$ cat src/rtl/alu_result_fifo.sv
// Result FIFO behind the 4-bit ALU: stores operands, result and flags per operation
// and hands them to a consumer over valid/ready, with saturating event counters.
module alu_result_fifo #(
    parameter int DEPTH = 8,
    parameter int CNT_W = 8,
    localparam int AW = $clog2(DEPTH)
) (
    input  logic             clk,
    input  logic             rst_n,
    input  logic             flush,
    input  logic             in_valid,
    output logic             in_ready,
    input  logic [3:0]       in_a,
    input  logic [3:0]       in_b,
    input  logic [1:0]       in_select,
    input  logic [3:0]       in_out,
    input  logic [4:0]       in_flags,
    output logic             out_valid,
    input  logic             out_ready,
    output logic [3:0]       out_a,
    output logic [3:0]       out_b,
    output logic [1:0]       out_select,
    output logic [3:0]       out_out,
    output logic [4:0]       out_flags,
    output logic [AW:0]      count,
    output logic             full,
    output logic             empty,
    output logic [CNT_W-1:0] ovf_count,
    output logic [CNT_W-1:0] drop_count
);
    localparam logic [AW:0] FULL_CNT = (AW+1)'(DEPTH);

    logic [18:0]   mem [DEPTH];
    logic [18:0]   head;
    logic [AW-1:0] wr_ptr, rd_ptr;
    logic          push, pop;

    assign full      = (count == FULL_CNT);
    assign empty     = (count == '0);
    assign in_ready  = !full && !flush;
    assign out_valid = !empty;
    assign push      = in_valid && in_ready;
    assign pop       = out_valid && out_ready;

    // Head is read straight from storage; zeroed while empty so stale data never leaks.
    assign head = empty ? '0 : mem[rd_ptr];
    assign {out_a, out_b, out_select, out_out, out_flags} = head;

    always_ff @(posedge clk) begin
        if (rst_n && push)
            mem[wr_ptr] <= {in_a, in_b, in_select, in_out, in_flags};
    end

    always_ff @(posedge clk) begin
        if (!rst_n) begin
            wr_ptr <= '0;
            rd_ptr <= '0;
            count  <= '0;
        end else if (flush) begin
            wr_ptr <= '0;
            rd_ptr <= '0;
            count  <= '0;
        end else begin
            if (push) wr_ptr <= wr_ptr + 1'b1;
            if (pop)  rd_ptr <= rd_ptr + 1'b1;
            if (push && !pop)
                count <= count + 1'b1;
            else if (pop && !push)
                count <= count - 1'b1;
        end
    end

    // Counters survive flush; only reset clears them.
    always_ff @(posedge clk) begin
        if (!rst_n) begin
            ovf_count  <= '0;
            drop_count <= '0;
        end else begin
            if (push && in_flags[0] && ovf_count != '1)
                ovf_count <= ovf_count + 1'b1;
            if (in_valid && !in_ready && drop_count != '1)
                drop_count <= drop_count + 1'b1;
        end
    end
endmodule

$ cat config.mk
export PLATFORM = sky130hd
export DESIGN_NAME = alu_result_fifo
export DESIGN_NICKNAME = d
export VERILOG_FILES = /design/src/rtl/alu_result_fifo.sv
export SDC_FILE = /design/constraint.sdc
export NUM_CORES = 1
export LEC_CHECK = 0
export CORE_ASPECT_RATIO = 0.75
export CORE_MARGIN = 4
export CORE_UTILIZATION = 30
export CTS_CLUSTER_SIZE = 28
export DETAILED_ROUTE_END_ITERATION = 8
export PLACE_DENSITY_LB_ADDON = 0.12
export REMOVE_ABC_BUFFERS = 1
export SLEW_MARGIN = 40
export SYNTH_ARGS = -nofsm -noshare
export SYNTH_HDL_FRONTEND = slang
export SYNTH_SLANG_ARGS = --single-unit
$ cat constraint.sdc
create_clock -name clk -period 6.4 [get_ports clk]
set_input_delay 1.6 -clock clk [delete_from_list [all_inputs] [get_ports clk]]
set_output_delay 1.6 -clock clk [all_outputs]
set_load 0.01 [all_outputs]
# ---- Yosys cells after proc, flatten, opt, wreduce, memory -nomap -nowiden
# Memories as Yosys holds them, arrays and structs flattened. A register that Yosys moved wholly into a read port is not among the register bits.
# Index checks and enable logic that the tools add are counted.
dict set report totals {
  ram_bits 152
  out_inout_bits 43
  mem_count 1
  inputBits 24
  elab_cells 42
  reg_bits 26
}
# memory words width rd rd_clocked_by_memory_dff write_ports line
set mem_list {}
lappend mem_list {mem 8 19 1 1 1 33} ;# logic [18:0] mem [DEPTH];
dict set report op_classes {
  n_addsub 6
  reduce_logical 19
  muxes 7
  bitwise_logic 1
  eq_ne 3
}
# op count
set ops {}
lappend ops {{19-bit two-way mux} 1}
lappend ops {{8-bit by 1-bit adder with 8-bit output, second input constant} 2}
lappend ops {{8-bit != test, second input constant} 2}
lappend ops {{1-bit logical AND} 10}
lappend ops {{4-bit two-way mux} 2}
lappend ops {{3-bit by 1-bit adder with 3-bit output, second input constant} 2}
lappend ops {{1-bit logical NOT} 6}
lappend ops {{3-bit two-way mux} 2}
lappend ops {{4-bit by 1-bit adder with 4-bit output, second input constant} 1}
lappend ops {{4-bit equality test, second input constant} 1}
lappend ops {{4-bit logical NOT} 1}
lappend ops {{4-bit by 1-bit subtractor with 4-bit output, second input constant} 1}
lappend ops {{1-bit two-way mux} 2}
lappend ops {{2-bit nonzero test} 1}
lappend ops {{2-bit OR reduction} 1}
lappend ops {{1-bit NOT} 1}

# ---- Longest topological paths before layout
# Gate-level depths: netlist of run 1.
dict set report depth {
  depth_word 8
  ltp_mapped 10
  ltp_nobuf 9
}

# ---- Worst setup path after synthesis of run 1
# No wires, ideal clock.
dict set report synth_path {
  path_type {input-to-reg}
  startpoint {in flush}
  endpoint {mem mem[4][0] (enable)}
  path_stages 4
  setup_time_ns 0.419
  t_required_ns 5.981
  n_path_buf 1
  setup_slack_ns 2.338
  t_arrival_ns 3.643
  cell_sequence {clkbuf_2 > nor3b_2 > nand2_1 > nor3_1}
}
dict set report synth_via {
  elab_chain_len 6
}
# item line
set synth_lines {}
lappend synth_lines {{start: declaration} 10} ;# input logic flush,
lappend synth_lines {{1-bit logical NOT} 40} ;# assign in_ready = !full && !flush;
lappend synth_lines {{1-bit logical AND} 40}
lappend synth_lines {{1-bit logical AND} 42} ;# assign push = in_valid && in_ready;
lappend synth_lines {{via push} 36} ;# logic push, pop;
lappend synth_lines {{1-bit logical AND} 50} ;# if (rst_n && push)
lappend synth_lines {{1-bit two-way mux} 50}
lappend synth_lines {{1-bit two-way mux (implied by the code)} 51} ;# mem[wr_ptr] <= {in_a, in_b, in_select, in_out, in_flags};
lappend synth_lines {{end: declaration} 33}
# The timed path passes the listed nets, and every way through them passes these cells.

# ---- Final worst setup path of run 1
dict set report layout_path {
  startpoint {in flush}
  endpoint {out in_ready}
}
dict set report layout_via {
  elab_chain_len 2
}
# item line
set layout_lines {}
lappend layout_lines {{1-bit logical NOT} 40}
lappend layout_lines {{1-bit logical AND} 40}
lappend layout_lines {{end: declaration} 12} ;# output logic in_ready,
# No other way between the ends.

==> flow_summary.json, run 1 <==
{
  "core-area_um2": 23420,
  "fin_crit_sh_pct": 69.43,
  "critPathCaptureType": "output pin",
  "drive_gt1_share_pct": 18.96,
  "finClkSkew_ns": 0.01033,
  "area_growth_pct": 22.49,
  "multi_input_area_um2": 2044,
  "grt_overflow": 0,
  "finalInstanceArea_um2": 8887,
  "clk_root_buffer_cell": "clkbuf_16",
  "ant_nets": 0,
  "syn_area_per_cell_um2": 17.53,
  "nFillCells": 2150,
  "track_usage_pct": 11.90,
  "ys_ff_latch": 181,
  "crit_path_start": "flush",
  "crit_path_end": "in_ready",
  "relSlewSlack_pct": 46.40,
  "dieArea_um2": 26760,
  "fp.dieH_um": 142.7,
  "antenna_cells": 0,
  "start_util_pct": 30.98,
  "avgViaCountPerCell": 4.755,
  "num_vias": 3809,
  "grt_pass1_vias": 4051,
  "place.gp.congestion": 0.7575,
  "cts.clk_slew.worst_paths_ns": 0.07,
  "critical_path.max_fanout": 8,
  "ff2ff_setup_slack_ns": 3.50,
  "hold_ws_ns": 0.4910,
  "post-cts-setup-buffer-count": 0,
  "r2r-end": "count[3]",
  "worst_pin_slew_ns": 0.8039,
  "p_leak_nw": 2.694,
  "final_core_util_pct": 37.94,
  "fin_cells": 801,
  "hpwlAfterDp_mm": 8.957,
  "cts_tree": "yes",
  "portBuffers": 66,
  "swShare_pct": 23.22,
  "firstDrtPassIters": 4,
  "insertion_delay_ns": 0.43,
  "fp.dieW_um": 187.6,
  "pwr-share-seq_pct": 51.4,
  "ys_seq_area_share_pct": 70.91,
  "clock_sinks": 181,
  "crit_arrival_ns": 2.84,
  "hold_class": "flop to flop",
  "wl_per_cell_um": 19.05,
  "worstSetupPathType": "primary input to output pin",
  "core.rowCount": 48,
  "setup_violations": 0,
  "synth-edff-count": 152,
  "grt_pass1_wl_mm": 23.85,
  "p_int_w": 0.001944,
  "maxCapViolations": 0,
  "setup_tns_ns": 0,
  "slew_violations": 0,
  "power.switching_w": 0.0005879,
  "rr_worst_depth": 9,
  "cts_resized": 0,
  "synthesis.area_um2": 7256,
  "hold_viol": 0,
  "r2r-start": "count[0]",
  "place_area_um2": 8317,
  "yosys_warnings": 0,
  "status": "completed",
  "pin_count": 67,
  "nNetsFinal": 520,
  "clkPwrFrac_pct": 39.8,
  "cts.hold.buffers_added": 0,
  "regArea_um2": 5150,
  "fmax_mhz": 225.0,
  "cts-htree-levels": 4,
  "rsz0062_at_grt": "no",
  "drc_errors": 0,
  "cp_data_required_time_ns": 4.80,
  "vdd_drop_max_uv": 171.7,
  "min_period_ns": 4.443,
  "synth_cells": 414,
  "startpoint_type": "primary input",
  "p_per_area_nw_per_um2": 284.8,
  "totalWireLength_mm": 15.26,
  "dp.cells": 769,
  "grt_max_degree": 39,
  "synth_cell_type_count": 46,
  "antenna_found_initial": 0,
  "async_flop_share_pct": 0,
  "cts_made_buffers": 17,
  "comb_power_share_pct": 8.7,
  "drt_iter0_drc": 245,
  "cts_max_path_buffers": 2,
  "synth_ff_type": "edfxtp_1"
}
-- kinds of logic after synthesis --
family	Yosys count	share of synthesized area, %
AOI/OAI and AO/OA	30	2.880
xor gates and xnor gates	6	0.7244
and+or+nand+nor	97	6.864
buffers and inverters	26	1.466
muxes	66	15.68
DFF	181	70.91
adders and majority gates	8	1.483
-- metrics by stage --
step,setup WS (ns),total power [W]
2_1_floorplan,2.254,0.001430
3_3_place_gp,1.981,0.001549
3_5_place_dp,1.963,0.001554
4_1_cts,1.878,0.002571
5_1_grt,1.754,0.002646
6_report,1.957,0.002531
-- sequential cells by signal (all words and copies together) (netlist names), named ones only --
signal / cells
drop_count: 8
mem: 152
rd_ptr: 3
count: 4
wr_ptr: 3
ovf_count: 8
-- final cells by class --
| cell class | instances | area share [%] |
|---|---|---|
| Clock buffer | 17 | 4.787 |
| Multi-Input combinational cell | 207 | 23.00 |
| Inverter | 7 | 0.2956 |
| Tap cell | 300 | 4.224 |
| Sequential cell | 181 | 57.95 |
| Clock inverter | 15 | 1.633 |
| Timing Repair Buffer | 74 | 8.109 |
-- worst max-delay path, stage by stage --
cell,delay [ns]
clkdlybuf4s50_1,0.55
nor2_1,0.16
clkdlybuf4s50_1,0.54
-- Yosys cell counts, drive strengths merged (2+ instances only) --
master | n | area share [%]
edfxtp | 152 | 63
nor2 | 41 | 2.1
mux4 | 38 | 12
dfxtp | 29 | 8.0
mux2i | 27 | 3.7
nand2 | 14 | 0.72
clkbuf | 12 | 0.64
a21oi | 10 | 0.69
nand3 | 10 | 0.69
nand2b | 8 | 0.69
buf | 7 | 0.47
ha | 7 | 1.2
inv | 6 | 0.31
or4 | 6 | 0.64
a211oi | 4 | 0.41
nor3 | 4 | 0.28
o21ai | 3 | 0.21
o31ai | 3 | 0.31
o41ai | 3 | 0.36
xnor2 | 3 | 0.36
xor2 | 3 | 0.36
nand3b | 2 | 0.21
nor4 | 2 | 0.17
nor4b | 2 | 0.45
-- power groups by stage --
stage / logic, W / registers [W] / clock network [W]
after global routing: 0.000244 / 0.00130 / 0.00110
after detailed placement: 0.000226 / 0.00133 / 0
after floorplan: 0.000101 / 0.00133 / 0
after CTS: 0.000227 / 0.00130 / 0.00104
final: 0.000221 / 0.00130 / 0.00101
after global placement: 0.000221 / 0.00133 / 0
-- worst min path at each step --
stage / slack, ns / start / end / cells after the start
2_1_floorplan: 0.45 / rd_ptr[1] / flop / 2
3_3_place_gp: 0.47 / rd_ptr[1] / rd_ptr[1] / 2
3_5_place_dp: 0.48 / drop_count[6] / drop_count[6] / 2
4_1_cts: 0.49 / drop_count[6] / drop_count[6] / 2
5_1_grt: 0.52 / drop_count[6] / drop_count[6] / 2
6_report: 0.49 / drop_count[6] / drop_count[6] / 2
-- cells in the final DEF (no fill, tap or decap), types with 5 or more instances in the layout --
master           synthesis  routed
nand2b_1                 8       8
dfxtp_1                 29      27
ha_1                     7       7
clkdlybuf4s50_1          0      66
buf_4                    0       8
nand2_1                 14      14
nor2_1                  41      37
nand3_1                 10      10
clkbuf_16                0      17
inv_1                    6       5
mux4_2                  38      38
mux2i_1                 27      27
a21oi_1                 10      10
inv_6                    0       5
or4_1                    5       5
edfxtp_1               152     152
-- per-layer routing --
layer / GRT usage, % / vias to the layer above / wire (um)
met5: 0 / - / 0
met4: 3.591 / 0 / 180
met3: 3.543 / 13 / 543
met2: 20.35 / 53 / 7773
met1: 14.79 / 1956 / 6761
li1: - / 1787 / -
Power figures use the tool's default switching activity.
==> run 2, diff against run 1 <==
clock period = 4.3 ns   (was 6.4 ns; I/O delays follow)
==> flow_summary.json, run 2 (synthesized netlist as in run 1, its figures left out) <==
{
  "worstSetupPathType": "flop to output pin",
  "ff2ff_setup_slack_ns": 1.38,
  "ant_nets": 0,
  "grt_overflow": 0,
  "critPathCaptureType": "output pin",
  "grt_pass1_wl_mm": 24.65,
  "cts.clk_slew.worst_paths_ns": 0.07,
  "cts_resized": 0,
  "post-cts-setup-buffer-count": 0,
  "final_cell_mix": "edfxtp_1 (152), clkdlybuf4s50_1 (66), mux4_2 (38)",
  "dieArea_um2": 26760,
  "rr_worst_depth": 9,
  "portBuffers": 66,
  "p_leak_nw": 2.740,
  "avgViaCountPerCell": 4.771,
  "finClkSkew_ns": 0.01044,
  "cts.hold.buffers_added": 0,
  "totalWireLength_mm": 15.64,
  "p_int_w": 0.003004,
  "rsz0062_at_grt": "no",
  "crit_path_start": "count[0]",
  "hpwlAfterDp_mm": 9.161,
  "slew_violations": 0,
  "p_per_area_nw_per_um2": 430.8,
  "nNetsFinal": 526,
  "core-area_um2": 23420,
  "hold_class": "flop to flop",
  "clock_sinks": 181,
  "insertion_delay_ns": 0.43,
  "firstDrtPassIters": 4,
  "drive_gt1_share_pct": 19.33,
  "start_util_pct": 30.98,
  "wl_per_cell_um": 19.38,
  "clk_root_buffer_cell": "clkbuf_16",
  "fp.dieW_um": 187.6,
  "largest_reg_flops": 152,
  "drc_errors": 0,
  "r2r-start": "count[0]",
  "final_common_cell": "edfxtp_1",
  "antenna_cells": 0,
  "track_usage_pct": 12.24,
  "fmax_mhz": 271.3,
  "cts_max_path_buffers": 2,
  "status": "completed",
  "vdd_drop_max_uv": 232.3,
  "startpoint_type": "flop",
  "top_regs": "mem (152), drop_count (8), ovf_count (8)",
  "worst_pin_slew_ns": 0.7726,
  "critical_path.max_fanout": 20,
  "core.rowCount": 48,
  "cts-htree-levels": 4,
  "comb_power_share_pct": 8.9,
  "num_vias": 3850,
  "grt_max_degree": 39,
  "pin_count": 67,
  "hold_viol": 0,
  "place_area_um2": 8361,
  "crit_arrival_ns": 2.61,
  "cts_made_buffers": 17,
  "power.switching_w": 0.0008568,
  "fp.dieH_um": 142.7,
  "r2r-end": "count[3]",
  "path_buf_inv": 3,
  "drt_iter0_drc": 198,
  "pwr-share-seq_pct": 49.9,
  "relSlewSlack_pct": 48.43,
  "path_delay_family": "buffers and inverters",
  "finalInstanceArea_um2": 8962,
  "min_period_ns": 3.686,
  "swShare_pct": 22.19,
  "cts_tree": "yes",
  "place.gp.congestion": 0.7315,
  "antenna_found_initial": 0,
  "grt_pass1_vias": 4105,
  "crit_chain": "or4_2 > inv_1 > buf_4 > nor2_1 > clkdlybuf4s50_1",
  "fin_crit_sh_pct": 85.71,
  "setup_violations": 0,
  "crit_path_end": "out_b[3]",
  "top_register": "mem",
  "crit_slowest_cell": "or4_2",
  "cp.depth": 5,
  "area_growth_pct": 23.52,
  "maxCapViolations": 0,
  "cp_data_required_time_ns": 3.22,
  "clkPwrFrac_pct": 41.1,
  "setup_tns_ns": 0,
  "slowest_delay_ns": 0.76
}
run 2: cell count changes in the layout (fill, tap and decap cells not counted), sizes merged:
cell	change
bufinv	+2
clkinv	+1
buf	+6
inv	-3
run 2: power groups by stage:
stage	combinational (W)	sequential, W	clock (W)
after floorplan	0.000151	0.00198	0
after global routing	0.000381	0.00193	0.00171
after CTS	0.000354	0.00193	0.00163
after global placement	0.000350	0.00197	0
after detailed placement	0.000353	0.00197	0
final	0.000345	0.00193	0.00159
run 2: worst min path at each step:
stage	from	to	slack, ns	depth (start not counted)
after floorplan	rd_ptr[1]	flop	0.45	2
after global placement	rd_ptr[1]	rd_ptr[1]	0.47	2
after detailed placement	rd_ptr[1]	rd_ptr[1]	0.48	2
after CTS	rd_ptr[1]	rd_ptr[1]	0.49	2
after global routing	rd_ptr[1]	rd_ptr[1]	0.54	2
final	rd_ptr[1]	rd_ptr[1]	0.49	2
run 2: stage by stage:
step	hold slack, ns	utilization, %	std cells	total power [W]	setup slack, ns
2_1_floorplan	0.4541	-	395	0.002128	0.6788
3_3_place_gp	0.4748	35.69	775	0.002315	0.6424
3_5_place_dp	0.4807	35.69	775	0.002320	0.5336
4_1_cts	0.4899	38.26	807	0.003911	0.5628
5_1_grt	0.5384	38.26	807	0.004018	0.4739
6_report	0.4912	38.26	807	0.003861	0.6144
run 2: layout make-up:
type	instances	area, um^2
Clock buffer	17	425.4
Clock inverter	15	176.4
Fill cell	2181	14460
Inverter	7	26.28
Multi-Input combinational cell	207	2034
Sequential cell	181	5146
Tap cell	300	375.4
Timing Repair Buffer	80	778.2
run 2: layer usage:
metal / up-vias / GRT usage [%] / share of wire, %
met5: - / 0 / 0
met2: 56 / 20.71 / 50
met1: 1987 / 15.97 / 46
li1: 1798 / - / -
met4: 0 / 3.359 / 0.88
met3: 9 / 2.933 / 3.6
run 2: worst register-to-register path: cells and delay by family (launching register included):
kind	cells	cell delay, ns
mux	1	0.35
compound gates	3	0.48
buf+inv	1	0.14
simple gates	2	0.90
fa+ha+maj	2	0.56
flops	1	0.40
==> run 3, diff against run 2 <==
CORE_UTILIZATION = 50   (was 30)
GPL_ROUTABILITY_DRIVEN = 0   (was unset)
HOLD_SLACK_MARGIN = 0.06   (was unset)
==> flow_summary.json, run 3 (synthesized netlist as in run 1, its figures left out) <==
{
  "status": "completed",
  "top_register": "mem",
  "path_buf_inv": 3,
  "hpwlAfterDp_mm": 8.133,
  "rsz0062_at_grt": "no",
  "finalInstanceArea_um2": 8797,
  "crit_path_start": "count[0]",
  "power_w": 0.003768,
  "worstHoldStart": "drop_count[6]",
  "ff2ff_setup_slack_ns": 1.37,
  "relSlewSlack_pct": 54.26,
  "final_cell_mix": "edfxtp_1 (152), clkdlybuf4s50_1 (66), nor2_1 (41)",
  "nNetsFinal": 525,
  "area_growth_pct": 21.25,
  "path_delay_family": "buffers and inverters",
  "min_period_ns": 3.642,
  "fp.dieW_um": 147.1,
  "cts-htree-levels": 4,
  "drive_gt1_share_pct": 18.18,
  "wl_met2_mm": 6.777,
  "grt_max_degree": 39,
  "top_layer": "met4",
  "largest_reg_flops": 152,
  "cts_made_buffers": 17,
  "crit_slowest_cell": "or4_2",
  "slew_violations": 0,
  "startpoint_type": "flop",
  "maxCapViolations": 0,
  "cp.depth": 5,
  "p_per_area_nw_per_um2": 428.3,
  "wl_per_cell_um": 19.59,
  "dieArea_um2": 16520,
  "top_regs": "mem (152), drop_count (8), ovf_count (8)",
  "slowest_delay_ns": 0.75,
  "fmax_mhz": 274.6,
  "rr_worst_depth": 10,
  "fin_crit_sh_pct": 84.69,
  "final_common_cell": "edfxtp_1",
  "p_leak_nw": 2.736,
  "drc_errors": 0,
  "setup_tns_ns": 0,
  "portBuffers": 66,
  "cp_data_required_time_ns": 3.22,
  "firstDrtPassIters": 4,
  "clock_sinks": 181,
  "crit_chain": "or4_2 > inv_1 > buf_4 > nor2_1 > clkdlybuf4s50_1",
  "grt_overflow": 0,
  "drt_iter0_drc": 226,
  "nFillCells": 1024,
  "post-cts-setup-buffer-count": 0,
  "start_util_pct": 51.90,
  "r2r-end": "count[3]",
  "core.rowCount": 37,
  "track_usage_pct": 17.54,
  "cts_max_path_buffers": 2,
  "worstSetupPathType": "flop to output pin",
  "crit_arrival_ns": 2.57,
  "holdPathStages": 2,
  "num_vias": 3883,
  "wl_met3_um": 717,
  "hold_viol": 0,
  "critPathCaptureType": "output pin",
  "fp.dieH_um": 112.3,
  "core-area_um2": 13980,
  "vdd_drop_max_uv": 298.5,
  "critical_path.max_fanout": 20,
  "cts_tree": "yes",
  "ant_nets": 0,
  "place_area_um2": 8212,
  "pin_count": 67,
  "totalWireLength_mm": 13.73,
  "wirelength_met1_mm": 6.180,
  "grt_pass1_wl_mm": 21.95,
  "clk_root_buffer_cell": "clkbuf_16",
  "antenna_found_initial": 0,
  "cts_resized": 0,
  "worst_pin_slew_ns": 0.6831,
  "cts.clk_slew.worst_paths_ns": 0.07,
  "antenna_cells": 0,
  "finClkSkew_ns": 0.007798,
  "grt_pass1_vias": 3947,
  "crit_path_end": "out_flags[4]",
  "setup_violations": 0,
  "r2r-start": "count[0]",
  "cts.hold.buffers_added": 0,
  "multi_input_area_um2": 2024,
  "avgViaCountPerCell": 5.539,
  "hold_class": "flop to flop",
  "regArea_um2": 5146,
  "insertion_delay_ns": 0.42
}
## run 3: cell types whose count changed in the layout (fill, tap and decap cells not counted)
cell / change
buf_4: -1
clkbuf_16: +3
clkinv_2: -1
clkinvlp_4: -2
clkbuf_1: +1
nor2_2: -4
bufinv_16: -3
inv_4: +1
inv_6: +1
nor2_1: +4
## run 3: final cells by class
type | count | share of cell area [%]
timing repair buffer | 79 | 8.761
multi-input combinational | 207 | 23.01
sequential | 181 | 58.50
clock inverter | 11 | 0.9245
clock buffer | 21 | 5.732
tap | 195 | 2.773
inverter | 7 | 0.2987
## run 3: worst min path at each step
stage | endpoint
floorplan | flop
CTS | drop_count[6]
detailed placement | drop_count[7]
global placement | drop_count[6]
global route | drop_count[6]
finish | drop_count[6]
## run 3: layer usage
| metal | vias up | global-route usage (%) |
|---|---|---|
| met5 | - | 0 |
| met3 | 4 | 4.157 |
| met2 | 87 | 28.01 |
| li1 | 1805 | - |
| met1 | 1987 | 24.39 |
| met4 | 0 | 5.276 |
## run 3: worst reg2reg max path, stage by stage, from the launching register on
cell and delay, ns:
dfxtp_1 0.40, nor4b_4 0.69, nor3b_2 0.09, buf_4 0.19
ha_1 0.20, inv_1 0.13, ha_1 0.29, a21oi_1 0.18
a211oi_1 0.09, a31oi_1 0.19, mux2_2 0.36
## run 3: metrics by stage
| stage | hold slack, ns | worst slack, ns | util, % | std cells |
|---|---|---|---|---|
| after global placement | 0.4690 | 0.8478 | 58.73 | 669 |
| after detailed placement | 0.4863 | 0.7357 | 58.73 | 669 |
| after floorplan | 0.4541 | 0.6788 | - | 395 |
| after global routing | 0.5128 | 0.4968 | 62.92 | 701 |
| after CTS | 0.4952 | 0.6000 | 62.92 | 701 |
| final | 0.4935 | 0.6583 | 62.92 | 701 |
## run 3: report_power, final
part	leakage [nW]	switching, W	internal, W
sequential	1.60	0.0000137	0.00191
combinational	0.840	0.000168	0.000171
clock	0.292	0.000649	0.000852
total	2.74	0.000830	0.00294
